## src/rtl/nonce_frame_rx.sv

```systemverilog
// Hash-input frame receiver. Pops a tag word and DATA_WORDS header words from
// the hashin FIFO, then checks the nonce embedded in the last header word
// against the nonce FIFO. A matching block is offered to the hash core over
// valid/ready.
module nonce_frame_rx #(
  parameter logic [63:0] FRAME_TAG  = 64'h8000000000000280,
  parameter int unsigned DATA_WORDS = 10
) (
  input  logic                       clk,
  input  logic                       rst,
  input  logic [63:0]                hashin_fifo_dout,
  input  logic                       hashin_fifo_empty,
  output logic                       hashin_fifo_re,
  input  logic [31:0]                nonce_fifo_dout,
  input  logic                       nonce_fifo_empty,
  output logic                       nonce_fifo_re,
  input  logic                       flush,
  output logic                       blk_valid,
  input  logic                       blk_ready,
  output logic [64*DATA_WORDS-1:0]   blk_data,
  output logic [31:0]                blk_nonce,
  output logic [31:0]                frame_cnt,
  output logic [15:0]                err_tag_cnt,
  output logic [15:0]                err_nonce_cnt,
  output logic                       idle
);

  localparam int unsigned BlkW = 64 * DATA_WORDS;
  localparam int unsigned CntW = $clog2(DATA_WORDS + 1);
  localparam logic [CntW-1:0] LastWord = CntW'(DATA_WORDS - 1);

  localparam logic [1:0] ST_HUNT    = 2'd0;
  localparam logic [1:0] ST_COLLECT = 2'd1;
  localparam logic [1:0] ST_NONCE   = 2'd2;
  localparam logic [1:0] ST_OUT     = 2'd3;

  logic [1:0]      state_q, state_d;
  logic [CntW-1:0] cnt_q, cnt_d;
  logic [BlkW-1:0] data_q, data_d;
  logic [31:0]     nonce_q, nonce_d;
  logic [31:0]     frame_q, frame_d;
  logic [15:0]     err_tag_q, err_tag_d;
  logic [15:0]     err_nonce_q, err_nonce_d;
  logic [31:0]     hdr_nonce;

  // Header carries the nonce little-endian in its final 32 bits.
  assign hdr_nonce = {data_q[7:0], data_q[15:8], data_q[23:16], data_q[31:24]};

  // Next-state, FIFO pops and handshake; flush overrides every state action.
  always_comb begin
    state_d        = state_q;
    cnt_d          = cnt_q;
    data_d         = data_q;
    nonce_d        = nonce_q;
    frame_d        = frame_q;
    err_tag_d      = err_tag_q;
    err_nonce_d    = err_nonce_q;
    hashin_fifo_re = 1'b0;
    nonce_fifo_re  = 1'b0;
    blk_valid      = 1'b0;
    if (flush) begin
      state_d = ST_HUNT;
    end else begin
      case (state_q)
        ST_HUNT: begin
          if (!hashin_fifo_empty) begin
            hashin_fifo_re = 1'b1;
            if (hashin_fifo_dout == FRAME_TAG) begin
              state_d = ST_COLLECT;
              cnt_d   = '0;
            end else if (err_tag_q != 16'hFFFF) begin
              err_tag_d = err_tag_q + 16'd1;
            end
          end
        end
        ST_COLLECT: begin
          if (!hashin_fifo_empty) begin
            hashin_fifo_re = 1'b1;
            data_d         = {data_q[BlkW-65:0], hashin_fifo_dout};
            if (cnt_q == LastWord) begin
              state_d = ST_NONCE;
              cnt_d   = '0;
            end else begin
              cnt_d = cnt_q + 1'b1;
            end
          end
        end
        ST_NONCE: begin
          if (!nonce_fifo_empty) begin
            nonce_fifo_re = 1'b1;
            if (nonce_fifo_dout == hdr_nonce) begin
              nonce_d = nonce_fifo_dout;
              state_d = ST_OUT;
            end else begin
              if (err_nonce_q != 16'hFFFF) begin
                err_nonce_d = err_nonce_q + 16'd1;
              end
              state_d = ST_HUNT;
            end
          end
        end
        ST_OUT: begin
          blk_valid = 1'b1;
          if (blk_ready) begin
            frame_d = frame_q + 32'd1;
            state_d = ST_HUNT;
          end
        end
        default: state_d = ST_HUNT;
      endcase
    end
  end

  // State and datapath registers with synchronous reset.
  always_ff @(posedge clk) begin
    if (rst) begin
      state_q     <= ST_HUNT;
      cnt_q       <= '0;
      data_q      <= '0;
      nonce_q     <= '0;
      frame_q     <= '0;
      err_tag_q   <= '0;
      err_nonce_q <= '0;
    end else begin
      state_q     <= state_d;
      cnt_q       <= cnt_d;
      data_q      <= data_d;
      nonce_q     <= nonce_d;
      frame_q     <= frame_d;
      err_tag_q   <= err_tag_d;
      err_nonce_q <= err_nonce_d;
    end
  end

  assign blk_data      = data_q;
  assign blk_nonce     = nonce_q;
  assign frame_cnt     = frame_q;
  assign err_tag_cnt   = err_tag_q;
  assign err_nonce_cnt = err_nonce_q;
  assign idle          = (state_q == ST_HUNT);

endmodule

```

## config.mk

```make
export PLATFORM = sky130hd
export DESIGN_NAME = nonce_frame_rx
export DESIGN_NICKNAME = d
export VERILOG_FILES = /design/src/rtl/nonce_frame_rx.sv
export SDC_FILE = /design/constraint.sdc
export NUM_CORES = 2
export LEC_CHECK = 0
export ABC_AREA = 1
export BUFFER_PORTS_ARGS = -buffer_cell sky130_fd_sc_hd__buf_2
export CORE_AREA = 2 2 330 332
export CTS_CLUSTER_DIAMETER = 120
export CTS_CLUSTER_SIZE = 25
export DETAILED_ROUTE_END_ITERATION = 7
export DIE_AREA = 0 0 332 334
export PLACE_DENSITY = 0.42
export RECOVER_POWER = 100
export SLEW_MARGIN = 20
export SYNTH_ARGS = -nofsm -noshare
export SYNTH_HDL_FRONTEND = slang
export SYNTH_SLANG_ARGS = --single-unit
```

## constraint.sdc

```tcl
create_clock -name clk -period 2.05 [get_ports clk]
set_input_delay 0.1025 -clock clk [delete_from_list [all_inputs] [get_ports clk]]
set_output_delay 0.1025 -clock clk [all_outputs]
set_load 0.1 [all_outputs]
```

==> reports/qor.json <==
{
  "status": {
    "status": "completed"
  },
  "sta": {
    "slew-limit-headroom_pct": 52.3,
    "finalHoldViolCount": 0,
    "setup_total_negative_slack_ns": 0,
    "setup-violations-final": 0,
    "drv_slew": 0,
    "min_period_ns": 1.94,
    "final.period_utilization_pct": 94.5,
    "post-route-worst-setup-slack_ns": 0.114,
    "fmax_ghz": 0.516,
    "setup_repair_after_global_routing_missed_its_margin": "false",
    "worst_slew_pin_slew_ns": 0.718,
    "worst_clock_skew_ns": 0.0208
  },
  "synth": {
    "synth_top_area_cell": "dfxtp_1",
    "synth-warning-count": 0,
    "synthesis.area_sq_mm": 0.0277,
    "synth.top_cell.area_share_pct": 53.5,
    "synthesis.nets": 3817,
    "ys.flop_type": "dfxtp_1",
    "synthDistinctLibCells": 41,
    "synth_seq_area_share_pct": 53.5,
    "number_of_synthesized_register_bits": 742,
    "synth_area_per_cell_sq_um": 7.48,
    "synth_area_leaders": "dfxtp_1 (54%), nor2_1 (19%), o21ai_0 (12%)",
    "yosys.cell_count.top_type": "nor2_1",
    "postSynthCellCount": 3710,
    "synth_edf_count": 0,
    "asyncSetResetFlopFracSynth_pct": 0,
    "synthTopCellsByCount": "nor2_1 (1427), dfxtp_1 (742), o21ai_0 (688), nand2_1 (238), clkbuf_1 (160)"
  },
  "setup_path": {
    "timing.critical_path.depth": 1,
    "worst_setup_path_start_kind": "flip-flop",
    "worst_ep_arrival_time_ns": 1.83,
    "endpoint_kind": "primary output",
    "cp_cell_sequence": "clkbuf_2",
    "critical_path.slowest_cell": "dfxtp_1",
    "startpoint": "blk_data[183]$_SDFFE_PP0P_",
    "ff2ff_path_depth": 11,
    "critPathTopFamily": "flip-flops",
    "worst-setup-path-type": "reg2out",
    "crit_reg_reg_endpoint": "frame_cnt[25]$_SDFFE_PP0P_",
    "critical_path.reg2reg.startpoint": "state_q[1]$_SDFFE_PP0P_",
    "crit_fanout": 3,
    "worst-path-buf-inv": 1,
    "critPathRequiredTime_ns": 1.95,
    "critical_path.max_stage_delay_ns": 0.65,
    "regToRegSetupSlack_ns": 0.13,
    "endpoint": "blk_data[183]"
  },
  "global_routing": {
    "grt.total_usage_pct": 20.7,
    "grt_pass1_vias": 26300,
    "grt_start_max_net_pins": 99,
    "grt_pass1_wl_mm": 176,
    "number_of_antenna_violations_at_the_first_check_in_global_routing": 4,
    "gr-total-overflow": 0
  },
  "placed_design": {
    "finalWeightedCongestion": 0.877,
    "hpwl_mm": 90.2,
    "dpl.cell_count": 5845,
    "placement.setup.worst_slack_ns": -0.149,
    "number_of_port_buffers": 841
  },
  "flow_run": {
    "cap_viol_max_count": 0
  },
  "layout": {
    "drive_gt1_share_pct": 24.2,
    "fillers": 11900,
    "area_delta_synth_final_pct": 30.7,
    "finish.net_count": 4683,
    "layout.cells.non_filler": 6002,
    "post-route-util_pct": 33.6
  },
  "detailed_routing": {
    "vias": 27000,
    "vias_per_cell": 4.50,
    "wl_per_cell_um": 20.1,
    "drcViolationCount": 0,
    "detail_route.wirelength_mm": 120,
    "initialDrtViolationCount": 1586,
    "drt.antenna.violating_nets": 0,
    "dr.pass1.iters": 5
  },
  "clock_tree": {
    "clock_tree.root_cell": "clkbuf_16",
    "clk_sinks": 742,
    "clk_pin_slew_worst_paths_ns": 0.11,
    "cts_tree": "done",
    "ctsHtreeMaxLevel": 2,
    "cts-root-to-sink-buffers": 3,
    "worst_skew_pair.late_latency_ns": 0.63,
    "cts-buffers-inserted": 37
  },
  "power_and_ir_drop": {
    "vdd.ir_drop.worst_uv": 503,
    "power_per_cell_area_mw_per_mm2": 664,
    "p_leak_nw": 18.4
  },
  "worst_hold_path": {
    "min-delay-path-class": "in2reg",
    "hold-path-cell-count": 7
  },
  "floorplanning": {
    "die_area_sq_mm": 0.111,
    "overall_die_width_um": 332,
    "row_count": 121,
    "ios": 842,
    "initial_utilization_pct": 25.7,
    "design.core.area_sq_mm": 0.108,
    "fp.dieH_um": 334
  }
}
final cells by class:
type / count / area [sq um] / share of cell area (%)
flip-flops and latches: 742 / 15000 / 41.3
multi-input cells: 2606 / 11400 / 31.6
repair buffers: 1062 / 6470 / 17.9
well taps: 1414 / 1770 / 4.88
clock buffers: 43 / 1020 / 2.82
inverters: 127 / 497 / 1.37
clock inverters: 7 / 71.3 / 0.197
diodes: 1 / 2.50 / 0.00690
registers in the layout, indices dropped and copies added, names as in the netlist:
name	count
frame_cnt	32
blk_nonce	32
cnt_q	4
state_q	2
err_nonce_cnt	16
blk_data	640
err_tag_cnt	16
worst min path at each step:
stage	to	start	slack (ns)
after global placement	blk_data[25]$_SDFFE_PP0P_	hashin_fifo_dout[25]	0.35
after CTS	state_q[1]$_SDFFE_PP0P_	nonce_fifo_empty	0.07
after detailed placement	blk_data[15]$_SDFFE_PP0P_	hashin_fifo_dout[15]	0.35
final	state_q[1]$_SDFFE_PP0P_	nonce_fifo_empty	0.13
after global routing	err_nonce_cnt[2]$_SDFFE_PP0P_	nonce_fifo_empty	0.15
after floorplan	blk_data[0]$_SDFFE_PP0P_	hashin_fifo_dout[0]	0.24
placed cells by master, fill, tap and decap left out, types with 3 or more instances in the layout:
| cell | instances |
|---|---|
| clkbuf_8 | 3 |
| nand2_1 | 237 |
| nor3_1 | 20 |
| buf_6 | 5 |
| clkbuf_16 | 39 |
| ha_1 | 5 |
| nor3_4 | 3 |
| o21ai_0 | 674 |
| buf_2 | 101 |
| dfxtp_1 | 669 |
| o21ai_1 | 15 |
| buf_12 | 31 |
| dlygate4sd3_1 | 101 |
| nor2_1 | 1427 |
| buf_4 | 61 |
| clkbuf_1 | 7 |
| clkbuf_2 | 752 |
| xnor2_1 | 44 |
| inv_8 | 3 |
| inv_6 | 3 |
| nor4_1 | 4 |
| nand4_1 | 11 |
| nor2_4 | 6 |
| a21oi_1 | 58 |
| nand2_2 | 5 |
| dfxtp_4 | 6 |
| nand2_4 | 3 |
| inv_1 | 122 |
| xor2_1 | 21 |
| clkbuf_4 | 5 |
| nand3_1 | 50 |
| dfxtp_2 | 67 |
| nand3b_1 | 6 |
kinds of logic (layout without fill, tap and decap cells):
kind of cell,count (synthesis),in the layout,share of synthesized area (%)
compound gates,753,753,13.6
xor+xnor,65,65,2.05
fa+ha+maj,5,5,0.226
buf+inv,363,1239,5.30
flops,742,742,53.5
other cells,0,1,0
simple gates,1782,1783,25.2
per-layer routing:
layer | global-route usage [%] | vias up | wire (um)
met4 | 4.38 | 0 | 2260
met1 | 24.4 | 12700 | 49800
li1 | - | 13500 | -
met5 | 0 | - | 0
met2 | 37.3 | 635 | 60000
met3 | 5.83 | 90 | 8320
power by group:
group / internal (mW) / switching [mW] / leakage, nW
clock network: 3.64 / 5.26 / 0.541
logic: 0.344 / 0.429 / 11.8
registers: 14.4 / 0.00278 / 6.01
repair_timing:
item | in CTS | in global routing
buffers inserted | 0 | 3
gates resized for setup | 1 | 3
cloned | 0 | 2
endpoints found under the hold margin | 145 | 0
hold buffers | 101 | 0
pin swaps | 0 | 2
setup endpoints to repair | 1 | 32
per-stage QoR:
| stage | hold WS (ns) | total power [mW] | cell area, sq um |
|---|---|---|---|
| 6_report | 0.128 | 24.1 | 36200 |
| 5_1_grt | 0.154 | 24.9 | 36200 |
| 4_1_cts | 0.0654 | 24.5 | 36400 |
| 3_5_place_dp | 0.348 | 15.4 | 34300 |
| 3_3_place_gp | 0.347 | 15.4 | 34300 |
| 2_1_floorplan | 0.237 | 15.0 | 27900 |
Note: power is estimated with default switching activity, not from simulation.
